`src/rtl/somador_serial.sv`:
```
// ---------------------------------------------------------------------------
// somador_serial
//   Bit-serial adder. A start request latches both operands and the carry-in,
//   then one bit per clock is summed LSB first through a single full adder
//   with a registered carry. After WIDTH run cycles the result is presented
//   for one cycle with done high, and it stays on the outputs until the next
//   accepted start.
//
// Optional feature:
//   SOMADOR_SUB_EN - when defined, adds the 'sub' input. With sub=1 the block
//                    computes a - b as a + ~b + 1. In that mode cin is ignored
//                    and cout=1 means no borrow.
//
// Ports:
//   clk      in   1      clock, rising edge
//   rst_n    in   1      asynchronous active-low reset
//   start    in   1      begin an operation (accepted in IDLE or DONE only)
//   a, b     in   WIDTH  operands, captured on acceptance
//   cin      in   1      carry-in, captured on acceptance
//   sub      in   1      subtract select (SOMADOR_SUB_EN builds only)
//   busy     out  1      high while bits are being processed (RUN)
//   done     out  1      one-cycle pulse, result valid
//   s        out  WIDTH  sum
//   cout     out  1      carry out of the MSB
//   overflow out  1      signed overflow (carry into MSB ^ carry out of MSB)
// ---------------------------------------------------------------------------
module somador_serial #(
  parameter int WIDTH = 8
) (
  input  logic             clk,
  input  logic             rst_n,
  input  logic             start,
  input  logic [WIDTH-1:0] a,
  input  logic [WIDTH-1:0] b,
  input  logic             cin,
`ifdef SOMADOR_SUB_EN
  input  logic             sub,
`endif
  output logic             busy,
  output logic             done,
  output logic [WIDTH-1:0] s,
  output logic             cout,
  output logic             overflow
);

  localparam int CW = (WIDTH > 1) ? $clog2(WIDTH) : 1;

  typedef enum logic [1:0] {
    IDLE = 2'd0,
    RUN  = 2'd1,
    DONE = 2'd2
  } state_t;

  state_t           state_q, state_d;
  logic [WIDTH-1:0] a_q, a_d;
  logic [WIDTH-1:0] b_q, b_d;
  logic [WIDTH-1:0] s_q, s_d;
  logic [CW-1:0]    cnt_q, cnt_d;
  logic             carry_q, carry_d;
  logic             cout_q, cout_d;
  logic             ovf_q, ovf_d;

  logic             sumBit;
  logic             carryNext;

  // All state lives here. Reset clears everything at once, so aborting a
  // RUN leaves no trace and no done pulse.
  always_ff @(posedge clk or negedge rst_n) begin
    if (!rst_n) begin
      state_q <= IDLE;
      a_q     <= '0;
      b_q     <= '0;
      s_q     <= '0;
      cnt_q   <= '0;
      carry_q <= 1'b0;
      cout_q  <= 1'b0;
      ovf_q   <= 1'b0;
    end else begin
      state_q <= state_d;
      a_q     <= a_d;
      b_q     <= b_d;
      s_q     <= s_d;
      cnt_q   <= cnt_d;
      carry_q <= carry_d;
      cout_q  <= cout_d;
      ovf_q   <= ovf_d;
    end
  end

  // Next-state and datapath. IDLE and DONE share the acceptance path, so a
  // start held high in DONE chains straight into the next RUN with no gap.
  always_comb begin
    state_d   = state_q;
    a_d       = a_q;
    b_d       = b_q;
    s_d       = s_q;
    cnt_d     = cnt_q;
    carry_d   = carry_q;
    cout_d    = cout_q;
    ovf_d     = ovf_q;
    sumBit    = 1'b0;
    carryNext = 1'b0;

    case (state_q)
      IDLE, DONE: begin
        if (start) begin
          state_d = RUN;
          a_d     = a;
`ifdef SOMADOR_SUB_EN
          // Subtraction reuses the adder: invert b and force carry-in to 1.
          b_d     = sub ? ~b : b;
          carry_d = sub ? 1'b1 : cin;
`else
          b_d     = b;
          carry_d = cin;
`endif
          cnt_d   = '0;
          s_d     = '0;
          cout_d  = 1'b0;
          ovf_d   = 1'b0;
        end else if (state_q == DONE) begin
          state_d = IDLE;
        end
      end

      RUN: begin
        sumBit        = a_q[cnt_q] ^ b_q[cnt_q] ^ carry_q;
        carryNext     = (a_q[cnt_q] & b_q[cnt_q]) |
                        (a_q[cnt_q] & carry_q)    |
                        (b_q[cnt_q] & carry_q);
        s_d[cnt_q]    = sumBit;
        carry_d       = carryNext;
        if (cnt_q == CW'(WIDTH - 1)) begin
          // On the MSB, carry_q is the carry into the MSB and carryNext the
          // carry out of it; their XOR is the signed overflow.
          state_d = DONE;
          cout_d  = carryNext;
          ovf_d   = carry_q ^ carryNext;
        end else begin
          cnt_d = cnt_q + CW'(1);
        end
      end

      default: begin
        state_d = IDLE;
      end
    endcase
  end

  assign busy     = (state_q == RUN);
  assign done     = (state_q == DONE);
  assign s        = s_q;
  assign cout     = cout_q;
  assign overflow = ovf_q;

endmodule

```
`config.mk`:
```
export PLATFORM = sky130hd
export DESIGN_NAME = somador_serial
export DESIGN_NICKNAME = d
export VERILOG_FILES = /design/src/rtl/somador_serial.sv
export SDC_FILE = /design/constraint.sdc
export NUM_CORES = 1
export LEC_CHECK = 0
export BUFFER_PORTS_ARGS = -buffer_cell sky130_fd_sc_hd__clkbuf_2
export CORE_MARGIN = 2
export CORE_UTILIZATION = 53
export CTS_CLUSTER_SIZE = 8
export DETAILED_ROUTE_END_ITERATION = 8
export PLACE_DENSITY = 0.78
export REMOVE_ABC_BUFFERS = 1
export SLEW_MARGIN = 0
export SYNTH_ARGS = -nofsm -noshare
export SYNTH_HDL_FRONTEND = slang
export SYNTH_SLANG_ARGS = --single-unit
```
`constraint.sdc`:
```
create_clock -name clk -period 3.2 [get_ports clk]
set_clock_uncertainty 0.15 [all_clocks]
set_input_delay 0.64 -clock clk [delete_from_list [all_inputs] [get_ports clk]]
set_output_delay 0.64 -clock clk [all_outputs]
set_load 0.01 [all_outputs]
```
==> results of run 1 <==
==> power by group through the flow <==
stage / clock [mW] / combinational [mW] / sequential (mW)
floorplan: 0 / 0.535 / 0.747
global placement: 0 / 0.708 / 0.761
detailed placement: 0 / 0.750 / 0.772
CTS: 0.306 / 0.759 / 0.761
global route: 0.324 / 0.856 / 0.794
finish: 0.302 / 0.751 / 0.763
==> routing by layer <==
| layer | global-route usage | routed length [um] |
|---|---|---|
| met1 | 0.278 | 1390 |
| met2 | 0.332 | 1430 |
| met3 | 0.0462 | 132 |
| met4 | 0.0997 | 65 |
| met5 | 0 | 0 |
==> final cells by class <==
type	instances	area, um2
tap	31	38.8
fill	224	993
clock inverter	2	35.0
multi-input combinational	118	694
clock buffer	6	41.3
sequential	32	801
inverter	4	15.0
timing repair buffer	32	163
==> state kept, by name (all words and copies together) (netlist names) <==
name	flops
b_q	8
cout	1
s	8
cnt_q	3
carry_q	1
overflow	1
state_q	2
a_q	8
==> worst paths after layout <==
path | startpoint | to | cells after the start
max in group asynchronous | rst_n | a_q[6] | 1
setup reg to reg | cnt_q[1] | s[1] | 6
setup / recovery | cnt_q[1] | s[1] | 6
hold reg to reg | a_q[7] | a_q[7] | 2
min in group clk | a_q[7] | a_q[7] | 2
hold / removal | rst_n | s[7] | 1
==> metrics by stage <==
step | utilization | worst slack [ns]
after global routing | 0.643 | 0.406
final | 0.643 | 0.581
after detailed placement | 0.615 | 0.593
after global placement | 0.615 | 0.699
after floorplan | - | 0.822
after CTS | 0.643 | 0.585
==> cells in the final DEF (no fill, tap or decap), types with 3 or more instances in the layout <==
cell type  Yosys  layout
nand2_1       59      59
dfrtp_1       32      32
clkbuf_2       1      31
nand3_1       11      11
mux2i_1       10      10
clkbuf_4       0       5
nand2b_1       4       4
inv_1          4       4
nor2_1         3       3
o211ai_1       3       3
o21ai_1        3       3
==> cell families (layout without fill, tap and decap cells) <==
kind of cell,Yosys count,in the layout,synth area share
and+or+nand+nor,88,88,0.265
DFF,32,32,0.512
AOI/OAI and AO/OA,15,15,0.0664
buffers and inverters,14,44,0.0440
muxes,11,11,0.0784
adders and majority gates,3,3,0.0288
xor gates and xnor gates,1,1,0.00560
==> worst max-delay path, delay by kind of cell, from the launching register on <==
| kind | cells | cell delay, ns |
|---|---|---|
| mux | 1 | 0.25 |
| fa+ha+maj | 1 | 0.48 |
| flops | 1 | 0.72 |
| buf+inv | 1 | 0.11 |
| simple gates | 1 | 0.06 |
| compound gates | 2 | 0.76 |
==> impl_metrics.tcl, run 1 <==
set metrics [dict create \
    synth_top_cells_by_area "dfrtp_1 (51%), nand2_1 (14%), mux2i_1 (6.4%)" \
    drt_pass1_iterations 4 \
    total_leakage_power_nw 0.955 \
    clockBufferDepth 2 \
    rsz_0062_raised_after_global_routing "false" \
    yosys.area.top_type "dfrtp_1" \
    route.detailed.drc 0 \
    initial_antenna_violation_count 0 \
    final_cell_count_no_fill 225 \
    global_route.overflow_total 0 \
    port-buffer-count 31 \
    placeableCoreArea_mm2 0.00278 \
    swShare 0.409 \
    hold-worst-slack_ns 0.211 \
    crit_chain "mux2i_1 > nor2_1 > a2111o_1 > fa_1 > inv_1 > o41ai_1" \
    seq_area_frac_synth 0.512 \
    clock_sinks 32 \
    synth-warning-count 0 \
    finalCriticalPeriod_ns 2.62 \
    timing_worst_slew_pin_value_ns 0.785 \
    share_seq_of_total_power 0.420 \
    die_w_um 58.3 \
    viasPerCell 5.36 \
    first_pass_grt_wire_length_mm 5.24 \
    yosysTopAreaCellShare 0.512 \
    proportion_of_layout_cells_with_a_drive_suffix_above_1 0.222 \
    power.density_mw_per_mm2 1020 \
    synth-edff-count 0 \
    clk-insertion-delay-late_ns 0.34 \
    clock_tree_from_tritoncts "yes" \
    timing.max_slew.rel_slack 0.476 \
    postPlaceCellArea_mm2 0.00171 \
    power_switching_mw 0.742 \
    die-area_mm2 0.00340 \
    pin_count_of_the_biggest_net_entering_global_routing 33 \
    critPathKind "reg -> reg" \
    fin_crit_sh 0.818 \
    syn_inst 164 \
    ys_async_sr_fraction 1.00 \
    postCtsHoldBufs 0 \
    dominantRegCellSynth "dfrtp_1" \
    timing_hold_violations_final 0 \
    vdd.ir_drop.worst_v 0.000667 \
    final_cell_area_mm2 0.00179 \
    critPathMaxFanout 19 \
    yosys.cell_count.top_type "nand2_1" \
    place_congestion 0.782 \
    synth_top_cells_by_count "nand2_1 (59), dfrtp_1 (32), nand3_1 (11)" \
    route.vias.total 1206 \
    post_route_antenna_net_violation_count 0 \
    finalMaxSlewViolations 0 \
    cts.repair_timing.setup_buffer_count 0 \
    dp_cells 217 \
    fp-row-count 19 \
    p_int_mw 1.07 \
    outcome "complete, no violations" \
    cts_made_buffers 5 \
    totalWireLength_mm 3.02 \
    starting_utilization_of_the_core_area 0.562 \
    layout-area-overhead-vs-synth_pct 14.3 \
    power.combinational.fraction 0.413 \
    reg2reg_slack_ns 0.58 \
    slowest_delay_ns 0.72 \
    slowest_cp_cell "dfrtp_1" \
    synth_cell_types 32 \
    vias_in_the_first_global_route 1166 \
    final.setup.tns_ns 0 \
    yosys_register_bits 32 \
    track_usage 0.210 \
    antenna-diode-count 0 \
    io_pins 32 \
    cp_data_arrival_time_ns 2.71 \
    setup_viol 0 \
    cell_at_the_root_of_the_clock_tree "clkbuf_4" \
    cts_repair_resize_count 0 \
    cp_capture_type "flip-flop" \
    syn-cell-area_mm2 0.00156 \
    die_h_um 58.3 \
    min-delay-path-class "in -> async" \
    clkPwrFrac 0.167 \
    detailedRoute.firstIterationViolations 36 \
    num-nets-final 216 \
    maxCapViolations 0 \
    htree_num_levels 2 \
    dpl_wire_length_mm 2.13 \
    wire_per_inst_um 13.4 \
    synth_area_per_cell_um2 9.54 \
    total_power_mw 1.82 \
    timing.critical_path.from_type "flip-flop" \
    cts.clk_slew.worst_paths_ns 0.10 \
    fmaxAchievable_mhz 382 \
    cp_data_required_time_ns 3.29 \
]
Power figures use the tool's default switching activity.
==> inputs of run 2 (changes only) <==
--- a/config.mk
+++ b/config.mk
@@ -7,10 +7,10 @@
 export LEC_CHECK = 0
 export BUFFER_PORTS_ARGS = -buffer_cell sky130_fd_sc_hd__clkbuf_2
 export CORE_MARGIN = 2
-export CORE_UTILIZATION = 53
+export CORE_UTILIZATION = 48
 export CTS_CLUSTER_SIZE = 8
 export DETAILED_ROUTE_END_ITERATION = 8
-export PLACE_DENSITY = 0.78
+export PLACE_DENSITY = 0.75
 export REMOVE_ABC_BUFFERS = 1
 export SLEW_MARGIN = 0
 export SYNTH_ARGS = -nofsm -noshare
==> constraint.sdc (replaced) <==
create_clock -name clk -period 2.2 [get_ports clk]
set_clock_uncertainty 0.15 [all_clocks]
set_input_delay 0.44 -clock clk [delete_from_list [all_inputs] [get_ports clk]]
set_output_delay 0.44 -clock clk [all_outputs]
set_load 0.01 [all_outputs]
==> run 2 against run 1 <==
Effect of this change:
- die area rose by 9.7%
- non-clock buffer count grew 14
- sequential cell count stayed put
- hold slack got worse by 0.21 ns
- core utilization fell by 0.46 points
- design area is 9.9% higher
- first-iteration DRC count up 8.3%
- via count is 3.7% higher
- worst setup slack lost 0.64 ns
- sequential share of layout area is 3.8 points lower
- the flow now finishes with violations (negative setup slack)
- fmax grew 16%
==> impl_metrics.tcl, run 2 (synthesis gave the netlist of run 1 again) <==
set metrics [dict create \
    outcome "finished, violations left" \
    violations "negative setup slack" \
    pin_count_of_the_biggest_net_entering_global_routing 33 \
    route.detailed.drc 0 \
    grt.met1_usage 0.270 \
    total_leakage_power_nw 1.03 \
    cts_made_buffers 5 \
    min-delay-path-class "in -> async" \
    grt_use_met2 0.327 \
    filler_cell_count 277 \
    port-buffer-count 31 \
    p_int_mw 1.83 \
    vias_in_the_first_global_route 1217 \
    power_switching_mw 1.21 \
    slowest_cp_cell "fa_1" \
    dpl_wire_length_mm 2.25 \
    first_pass_grt_wire_length_mm 5.54 \
    slowest_delay_ns 0.50 \
    rsz_0062_raised_after_global_routing "true" \
    vdd.ir_drop.worst_v 0.000696 \
    met3_usage 0.0567 \
    pre_cts_ws_ns -0.161 \
    cell_at_the_root_of_the_clock_tree "clkbuf_4" \
    power.combinational.fraction 0.536 \
    io_pins 32 \
    timing_hold_violations_final 0 \
    placeableCoreArea_mm2 0.00308 \
    global_route.overflow_total 0 \
    layout-area-overhead-vs-synth_pct 25.6 \
    timing.critical_path.buf_inv 3 \
    setup_slack_ns -0.0590 \
    htree_num_levels 2 \
    clock_sinks 32 \
    setup_viol 6 \
    fmaxAchievable_mhz 443 \
    clk-insertion-delay-late_ns 0.34 \
    final.setup.tns_ns -0.134 \
    finalMaxSlewViolations 0 \
    cp_data_arrival_time_ns 2.37 \
    timing.critical_path.from_type "flip-flop" \
    power.density_mw_per_mm2 1540 \
    final_cell_area_mm2 0.00196 \
    postCtsHoldBufs 0 \
    highest_count_cells_in_the_layout_ignoring_fill_and_taps "nand2_1 (58), clkbuf_2 (31), dfrtp_1 (29)" \
    post_route_antenna_net_violation_count 0 \
    share_seq_of_total_power 0.347 \
    wire_per_inst_um 12.6 \
    num-nets-final 230 \
    viasPerCell 4.96 \
    cp_capture_type "flip-flop" \
    proportion_of_layout_cells_with_a_drive_suffix_above_1 0.327 \
    clkPwrFrac 0.118 \
    track_usage 0.204 \
    timing_worst_slew_pin_value_ns 0.765 \
    timing.max_slew.rel_slack 0.490 \
    detailedRoute.firstIterationViolations 39 \
    most_used_routing_layer "met2" \
    place_congestion 0.860 \
    critPathMaxFanout 6 \
    postPlaceCellArea_mm2 0.00182 \
    clockBufferDepth 2 \
    critPathKind "reg -> reg" \
    finalCriticalPeriod_ns 2.26 \
    fp-row-count 20 \
    maxCapViolations 0 \
    cts.clk_slew.worst_paths_ns 0.10 \
    clock_tree_from_tritoncts "yes" \
    die-area_mm2 0.00373 \
    route.vias.total 1251 \
    fin_crit_sh 1.03 \
    starting_utilization_of_the_core_area 0.508 \
    crit_chain "buf_6 > or3b_4 > a21oi_2 > a2111o_1 > fa_1 > inv_2 > buf_4 > o31ai_2" \
    initial_antenna_violation_count 0 \
    die_h_um 61.1 \
    drt_pass1_iterations 4 \
    swShare 0.397 \
    cp_data_required_time_ns 2.31 \
    mostFrequentLayoutCell "nand2_1" \
    total_power_mw 3.03 \
    timing.critical_path.max_delay_family "compound AO/OA/AOI/OAI gates" \
    totalWireLength_mm 3.18 \
    antenna-diode-count 0 \
    die_w_um 61.1 \
]
## run 2: final timing paths
check | start | to | slack (ns) | depth (start not counted)
max in group asynchronous | rst_n | cnt_q[2] | 1.35 | 1
worst max register to register | cnt_q[1] | s[5] | -0.06 | 8
min in group clk | b[7] | b_q[7] | 0.14 | 3
worst min-delay path | rst_n | state_q[1] | 0.001 | 1
worst min register to register | a_q[2] | a_q[2] | 0.33 | 2
worst max-delay path | cnt_q[1] | s[5] | -0.06 | 8
## run 2: power groups by stage
stage	logic (mW)	clock network (mW)	registers, mW
after global routing	1.81	0.393	1.09
after CTS	1.46	0.364	1.05
final	1.63	0.357	1.05
after global placement	1.30	0	1.05
after floorplan	0.778	0	1.09
after detailed placement	1.36	0	1.06
## run 2: final cells by class
type	instances	area, um2	area share
flip-flops and latches	32	805	0.410
repair buffers	46	295	0.150
multi-input cells	118	736	0.375
clock buffers	8	58.8	0.0299
well taps	44	55.1	0.0280
inverters	4	15.0	0.00764
## run 2: repair_timing
item	in CTS	in global routing
pin swaps	2	5
gates resized for setup	10	9
endpoints found under the hold margin	0	0
endpoints found under the setup margin	9	9
buffers inserted	3	1
## run 2: metal layers
metal  vias up  wire length (um)
met2        30              1520
li1        636                 -
met3         3               131
met4         0                34
met1       582              1500
met5         -                 0
## run 2: stage by stage
stage / util / hold slack (ns) / std cells
finish: 0.638 / 0.00128 / 252
global route: 0.638 / 0.0498 / 252
CTS: 0.624 / 0.0310 / 251
detailed placement: 0.590 / 0.313 / 240
global placement: 0.590 / 0.307 / 240
floorplan: - / -0.00559 / 154
